<file path="src/rtl/hub75_pkg.sv">
// rtl/hub75_pkg.sv - shared constants, state encoding and defaults for the HUB75 receiver
package hub75_pkg;

   localparam int DEF_WIDTH  = 32;
   localparam int DEF_ADDR_W = 4;

   // Bit positions within the 6-bit {b2,g2,r2,b1,g1,r1} pixel word
   localparam int RGB_W  = 6;
   localparam int RGB_R1 = 0;
   localparam int RGB_G1 = 1;
   localparam int RGB_B1 = 2;
   localparam int RGB_R2 = 3;
   localparam int RGB_G2 = 4;
   localparam int RGB_B2 = 5;

   localparam logic [0:0] ST_IDLE   = 1'b0;
   localparam logic [0:0] ST_STREAM = 1'b1;

   typedef enum logic [0:0] {
      IDLE   = ST_IDLE,
      STREAM = ST_STREAM
   } hub75_state_e;

endpackage

</file>
<file path="src/rtl/hub75_edge_det.sv">
// rtl/hub75_edge_det.sv - single-cycle rising-edge detector against a one-cycle-delayed copy
module hub75_edge_det (
   input  logic clk_in,
   input  logic rst_n,
   input  logic sig_in,
   output logic rise
);

   logic sig_q;
   logic sig_d;

   always_comb begin
      sig_d = sig_in;
   end

   always_ff @(posedge clk_in or negedge rst_n) begin
      if (!rst_n) begin
         sig_q <= 1'b0;
      end else begin
         sig_q <= sig_d;
      end
   end

   assign rise = sig_in & ~sig_q;

endmodule

</file>
<file path="src/rtl/hub75_rx.sv">
// rtl/hub75_rx.sv - HUB75 panel receiver: shifts columns, commits rows on latch, streams pixel beats
module hub75_rx
   import hub75_pkg::*;
#(
   parameter int WIDTH  = DEF_WIDTH,
   parameter int ADDR_W = DEF_ADDR_W
) (
   input  logic                     clk_in,
   input  logic                     rst_n,
   input  logic                     hub_clk,
   input  logic                     hub_lat,
   input  logic [RGB_W-1:0]         hub_rgb,
   input  logic [ADDR_W-1:0]        hub_addr,
   output logic                     rx_valid,
   input  logic                     rx_ready,
   output logic [RGB_W-1:0]         rx_data,
   output logic [$clog2(WIDTH)-1:0] rx_col,
   output logic [ADDR_W-1:0]        rx_row,
   output logic                     rx_last,
   output logic                     row_done,
   output logic                     seq_err,
   output logic                     len_err,
   output logic                     overrun,
   input  logic                     err_clr
);

   localparam int CW = $clog2(WIDTH);
   localparam int NW = $clog2(WIDTH + 2);
   localparam logic [CW-1:0] COL_LAST = CW'(WIDTH - 1);
   localparam logic [NW-1:0] CNT_FULL = NW'(WIDTH);
   localparam logic [NW-1:0] CNT_SAT  = NW'(WIDTH + 1);

   logic clk_rise;
   logic lat_rise;

   hub75_edge_det u_clk_det (
      .clk_in (clk_in),
      .rst_n  (rst_n),
      .sig_in (hub_clk),
      .rise   (clk_rise)
   );

   hub75_edge_det u_lat_det (
      .clk_in (clk_in),
      .rst_n  (rst_n),
      .sig_in (hub_lat),
      .rise   (lat_rise)
   );

   logic [WIDTH-1:0][RGB_W-1:0] shift_q, shift_d;
   logic [WIDTH-1:0][RGB_W-1:0] hold_q, hold_d;
   logic [NW-1:0]               col_cnt_q, col_cnt_d;
   hub75_state_e                state_q, state_d;
   logic [CW-1:0]               col_q, col_d;
   logic [ADDR_W-1:0]           row_q, row_d;
   logic [ADDR_W-1:0]           prev_addr_q, prev_addr_d;
   logic                        first_q, first_d;
   logic                        row_done_q, row_done_d;
   logic                        seq_err_q, seq_err_d;
   logic                        len_err_q, len_err_d;
   logic                        overrun_q, overrun_d;

   logic [NW-1:0] cnt_shifted;
   logic          beat_take;
   logic          last_take;
   logic          take_row;
   logic          len_set;
   logic          seq_set;
   logic          ovr_set;

   always_comb begin
      shift_d = shift_q;
      if (clk_rise) begin
         shift_d = {hub_rgb, shift_q[WIDTH-1:1]};
      end

      // The count used at a latch already includes a coincident shift
      cnt_shifted = col_cnt_q;
      if (clk_rise && (col_cnt_q != CNT_SAT)) begin
         cnt_shifted = col_cnt_q + NW'(1);
      end
      col_cnt_d = lat_rise ? '0 : cnt_shifted;

      beat_take = (state_q == STREAM) && rx_ready;
      last_take = beat_take && (col_q == COL_LAST);
      take_row  = lat_rise && ((state_q == IDLE) || last_take);

      len_set = lat_rise && (cnt_shifted != CNT_FULL);
      seq_set = lat_rise && !first_q && (hub_addr != (prev_addr_q + ADDR_W'(1)));
      ovr_set = lat_rise && !take_row;

      first_d     = lat_rise ? 1'b0 : first_q;
      prev_addr_d = lat_rise ? hub_addr : prev_addr_q;

      state_d    = state_q;
      col_d      = col_q;
      row_d      = row_q;
      hold_d     = hold_q;
      row_done_d = take_row;
      if (take_row) begin
         state_d = STREAM;
         col_d   = '0;
         row_d   = hub_addr;
         hold_d  = shift_d;
      end else if (beat_take) begin
         if (col_q == COL_LAST) begin
            state_d = IDLE;
            col_d   = '0;
         end else begin
            col_d = col_q + CW'(1);
         end
      end

      // A set in the same cycle as err_clr wins
      seq_err_d = (seq_err_q & ~err_clr) | seq_set;
      len_err_d = (len_err_q & ~err_clr) | len_set;
      overrun_d = (overrun_q & ~err_clr) | ovr_set;
   end

   always_ff @(posedge clk_in or negedge rst_n) begin
      if (!rst_n) begin
         shift_q     <= '0;
         hold_q      <= '0;
         col_cnt_q   <= '0;
         state_q     <= IDLE;
         col_q       <= '0;
         row_q       <= '0;
         prev_addr_q <= '0;
         first_q     <= 1'b1;
         row_done_q  <= 1'b0;
         seq_err_q   <= 1'b0;
         len_err_q   <= 1'b0;
         overrun_q   <= 1'b0;
      end else begin
         shift_q     <= shift_d;
         hold_q      <= hold_d;
         col_cnt_q   <= col_cnt_d;
         state_q     <= state_d;
         col_q       <= col_d;
         row_q       <= row_d;
         prev_addr_q <= prev_addr_d;
         first_q     <= first_d;
         row_done_q  <= row_done_d;
         seq_err_q   <= seq_err_d;
         len_err_q   <= len_err_d;
         overrun_q   <= overrun_d;
      end
   end

   assign rx_valid = (state_q == STREAM);
   assign rx_data  = rx_valid ? hold_q[col_q] : '0;
   assign rx_col   = col_q;
   assign rx_row   = row_q;
   assign rx_last  = rx_valid && (col_q == COL_LAST);
   assign row_done = row_done_q;
   assign seq_err  = seq_err_q;
   assign len_err  = len_err_q;
   assign overrun  = overrun_q;

endmodule

</file>
<file path="config.mk">
export PLATFORM = sky130hd
export DESIGN_NAME = hub75_rx
export DESIGN_NICKNAME = d
export VERILOG_FILES = /design/src/rtl/hub75_pkg.sv /design/src/rtl/hub75_edge_det.sv /design/src/rtl/hub75_rx.sv
export SDC_FILE = /design/constraint.sdc
export NUM_CORES = 1
export LEC_CHECK = 0
export ABC_CLOCK_PERIOD_IN_PS = 2550
export CAP_MARGIN = 20
export CORE_ASPECT_RATIO = 0.5
export CORE_MARGIN = 4
export CORE_UTILIZATION = 62
export DETAILED_ROUTE_END_ITERATION = 10
export PLACE_DENSITY = 0.8
export SLEW_MARGIN = 20
export SYNTH_ARGS = -nofsm -noshare
export SYNTH_HDL_FRONTEND = slang
export SYNTH_SLANG_ARGS = --single-unit
export TNS_END_PERCENT = 10
</file>
<file path="constraint.sdc">
create_clock -name clk_in -period 2.55 [get_ports clk_in]
set_input_delay 0.765 -clock clk_in [delete_from_list [all_inputs] [get_ports clk_in]]
set_output_delay 0.765 -clock clk_in [all_outputs]
set_load 0.05 [all_outputs]
</file>
# Yosys cells after proc, flatten, opt, wreduce, memory -nomap -nowiden
# Cells that the tools add are included.
# W data, S select, Z words.
[totals]
ff_bits = 411
wordCells = 123
[op_classes]
n_eq_ne = 4
reduce_logical = 15
n_mux = 12
n_addsub = 3
magnitude_cmp = 1
bitwise = 12
[ops]
columns = ["op", "count"]
rows = [
  ["$mux W192", 1],
  ["$bmux W6 S5", 1],
  ["$mux W6", 4],
  ["$mux W5", 3],
  ["$ne A6 B6 Y1 const B", 2],
  ["$logic_and A1 B1 Y1", 9],
  ["$add A6 B1 Y6 const B", 1],
  ["$lt A5 B6 Y1 const B", 1],
  ["$add A5 B1 Y5 const B", 1],
  ["$and A1 B1 Y1", 5],
  ["$eq A5 B5 Y1 const B", 1],
  ["$add A4 B1 Y4 const B", 1],
  ["$ne A4 B4 Y1", 1],
  ["$not A1 Y1", 4],
  ["$reduce_bool A2 Y1", 2],
  ["$mux W1", 3],
  ["$or A1 B1 Y1", 3],
  ["$logic_not A1 Y1", 2],
  ["$reduce_and A2 Y1", 1],
  ["$logic_or A1 B1 Y1", 1],
]

# Depth between registers and ports, before layout
[depth]
ltp_word = 7
ltp_mapped = 12
depth_no_buf = 9

# By module
# Synthesis repeated with hierarchy kept, for this count alone.
[unflattened]
hier_cells = 1054
area_unflattened_um2 = 17136.4
[modules_own_cells]
columns = ["mod", "instances", "area_per_inst_um2", "seq_area_each_um2", "cells_each"]
rows = [
  ["hub75_rx", 1, 17058.9, 10236.1, 1050],
  ["hub75_edge_det", 2, 38.8, 25.0, 2],
]

# Worst setup path before layout
# Ideal clock, no wire load.
[synth_path]
path_kind = "register -> output"
from = "reg col_q[1], in the netlist rx_col[1]"
to = "out rx_data[4]"
path_stages_with_launch = 7
t_required_ns = 1.785
arrival_time_ns = 3.038
n_path_buf = 3
setup_slack_ns = -1.253
cell_sequence = "dfrtp_1 buf_2 buf_2 buf_2 mux4_2 o221ai_1 nor4_1"
[synth_via]
elab_chain_len = 3
[synth_rtl]
columns = ["item", "line", "source"]
rows = [
  ["from (decl)", "hub75_rx.sv:54", "logic [CW-1:0] col_q, col_d;"],
  ["from (signal assigned)", "hub75_rx.sv:139", "col_q <= col_d;"],
  ["$bmux W6 S5", "hub75_rx.sv:151", "assign rx_data = rx_valid ? hold_q[col_q] : '0;"],
  ["$mux W6 (not written as such)", "hub75_rx.sv:151", ""],
  ["$mux W6", "hub75_rx.sv:151", ""],
  ["to (decl)", "hub75_rx.sv:16", "output logic [RGB_W-1:0] rx_data,"],
]
# No other way between the ends. The select of a mux whose other input is x is not followed.

# Final worst setup path
[layout_path]
from = "reg col_q[0], in the netlist rx_col[0]"
to = "out rx_data[0]"
# Same word-level chain as after synthesis.

==> impl_metrics.yaml <==
synth:
  ys_types: 44
  yosys.area.top_type: "dfrtp_1"
  synth_edf_count: 0
  async_flop_share: 1.000
  synth_cells: 1479
  synthesis.area_um2: 17240
  synth.yosys.seq_area_share: 0.5967
  yosys_warnings: 0
  ys_top_cells_by_area: "dfrtp_1 (60%), nand2_1 (13%), mux2_2 (13%), mux4_2 (6.3%), buf_6 (1.0%)"
  avgSynthCellArea_um2: 11.66
  syn_nets: 1500
  synth_top_area_share: 0.5952
  synth_flop_cell: "dfrtp_1"
  ys_seq_elements: 411
placed_design:
  io_buffers: 36
  place_congestion: 0.8302
  dp.cells: 1873
  place_ws_ns: -0.2575
  dpl.hpwl_um: 24050
die:
  initial_core_util: 0.6407
  rows: 42
  die_w_um: 243.8
  core-area_um2: 26910
  dieArea_um2: 30700
  io_pins: 37
  die_h_um: 125.9
drt:
  drtPass1Iterations: 5
  drt-vias-per-instance: 5.839
  detail_route.iter0.violations: 1231
  routed_wl_um: 39100
  avgRoutedWirePerCell_um: 20.06
  drc: 0
  ant_nets: 0
  via_count: 11380
power:
  peakVddDrop_uv: 536.6
  netSwitchingFraction: 0.2979
  p_leak_nw: 10.37
  p_total_mw: 16.75
  power_switching_mw: 4.989
  clkPwrFrac: 0.318
  power.internal_mw: 11.76
  power_frac_comb: 0.243
  pwr-share-seq: 0.439
  power_density_nw_per_um2: 832.0
final_layout:
  stdcell_count: 1949
  area_delta_synth_final_pct: 16.78
  drive_gt1_frac: 0.2756
  fill_cells: 1592
  nNetsFinal: 1575
  final_util: 0.7482
  antenna_cells: 0
timing:
  fin_crit_sh: 1.289
  timing.fmax_mhz: 304.1
  worst_slack_ns: -0.7380
  slew_headroom: 0.6616
  slew_violations: 0
  finClkSkew_ns: 0.01612
  fin_crit_ns: 3.288
  rsz0062_at_grt: "true"
  hold_viol: 0
  setup_viol: 7
  tightest_slew_ns: 0.5060
grt:
  grt_usage: 0.2548
  grt_pass1_wl_um: 62860
  grt_max_degree: 101
  grt-ovfl-total: 0
  grt_pass1_vias: 11940
  antenna_found_initial: 0
hold_path:
  hold_class: "in2async"
clocking:
  root_buffer: "clkbuf_16"
  htreeDepth: 2
  clk_latency_ns: 0.52
  clk_pin_slew_ns: 0.07
  clockBufferDepth: 3
  cts_sinks: 411
  cts_tree: "yes"
  cts_inserted_buffers: 35
setup_path:
  crit_required_ns: 1.79
  crit_type: "reg2out"
  endpoint_kind: "output port"
  worstPathMaxFanout: 14
  cp.arrival_ns: 2.52
  cp-start-kind: "flop"
job:
  maxCapViolCount: 0
run_status:
  run_status: "finished with violations"
  violations: "negative setup slack"
## worst max-delay path: stages (launching register included)
cell and delay, ns:
dfrtp_4 0.51, buf_12 0.20, buf_4 0.14, mux4_2 0.47, o22a_1 0.23, o21ai_2 0.22, a221oi_4 0.06, buf_12 0.16
## area by class of cell
class,count,area [um^2],share of cell area
clock buffers,53,1076,0.05345
multi-input cells,974,6631,0.3294
inverters,6,27.53,0.001367
clock inverters,5,50.05,0.002486
well taps,374,467.9,0.02324
repair buffers,126,1587,0.07881
flip-flops and latches,411,10290,0.5113
## registers in the layout (all words and copies together), names as in the netlist
register,cells
hold_q,192
shift_q,192
col_cnt_q,6
rx_col,5
prev_addr_q,4
rx_row,4
first_q,1
len_err,1
overrun,1
row_done,1
rx_valid,1
seq_err,1
u_clk_det.sig_q,1
u_lat_det.sig_q,1
## through the flow
stage,hold slack (ns),area (um^2),TNS (ns)
6_report,0.1574,20130,-4.676
5_1_grt,0.1612,20130,-5.242
4_1_cts,0.1467,19900,-4.671
3_5_place_dp,0.4699,18680,-14.28
3_3_place_gp,0.4517,18680,-2.260
2_1_floorplan,0.4358,17380,-1.092
## cell families after synthesis
logic type / Yosys count / share of synthesized area
flip-flops: 411 / 0.5967
AO/OA/AOI/OAI: 50 / 0.02148
multiplexers: 246 / 0.1917
adder cells (fa/ha/maj): 5 / 0.003629
buffers and inverters: 94 / 0.03070
XOR/XNOR: 12 / 0.006097
AND/OR/NAND/NOR: 661 / 0.1497
## path summary, 6_finish.rpt
kind                            slack (ns)     endpoint   startpoint  cells past startpoint
worst max-delay path                 -0.74   rx_data[0]    rx_col[0]                      7
min in group clk_in                   0.48  shift_q[81]  shift_q[87]                      2
max in group asynchronous             1.67  hold_q[161]        rst_n                      2
worst min register to register        0.48  shift_q[81]  shift_q[87]                      2
worst min-delay path                  0.16    hold_q[3]        rst_n                      1
worst max register to register        0.04  hold_q[140]    rx_col[0]                     12
## synthesized netlist by cell type, drive strengths merged (4+ instances only)
master / instances
a221oi: 6
and3: 4
buf: 54
clkbuf: 34
dfrtp: 410
ha: 5
inv: 6
mux2: 193
mux2i: 5
mux4: 48
nand2: 615
nand2b: 5
nand3: 4
nand4: 5
nor2: 10
nor2b: 6
o21ai: 16
o221a: 5
o22a: 6
o22ai: 7
xnor2: 6
xor2: 6
## layout by cell type (no fill, tap or decap), types with 3 or more instances in the layout
master	instances
o22a_1	6
mux4_2	48
mux2_2	193
buf_4	58
xor2_1	6
ha_1	3
nor2_1	10
clkbuf_8	9
clkbuf_1	7
o22ai_1	5
dfrtp_1	407
buf_12	37
clkbuf_16	41
clkdlybuf4s50_1	22
clkinv_2	4
nor2b_1	5
nand2b_1	4
mux2i_2	3
a221oi_4	5
o21ai_0	10
and3_1	4
o221a_2	5
o21ai_2	4
inv_1	5
nand3_1	4
nand2_1	612
nand4_1	5
xnor2_1	6
## metal layers
metal / vias up / wire length [um] / track usage / part of all wire
li1: 5071 / - / - / -
met2: 341 / 18920 / 0.4104 / 0.48
met1: 5891 / 17070 / 0.3643 / 0.44
met4: 0 / 866 / 0.06842 / 0.022
met5: - / 0 / 0 / 0
met3: 77 / 2240 / 0.05013 / 0.057
## power by group through the flow
stage	logic, mW	clock network [mW]	registers [mW]
floorplan	2.07	0	7.51
global placement	3.76	0	7.43
detailed placement	3.85	0	7.46
CTS	3.96	5.36	7.35
global route	4.31	5.69	7.40
finish	4.08	5.32	7.35
## repair_timing
item / 4_1_cts / 5_1_grt
hold buffers: 0 / 0
endpoints found under the setup margin: 201 / 201
pin swaps: 3 / 3
buffers inserted: 7 / 7
cloned: 0 / 4
gates resized for setup: 5 / 16
No activity file was read; power rests on OpenSTA's default activity.
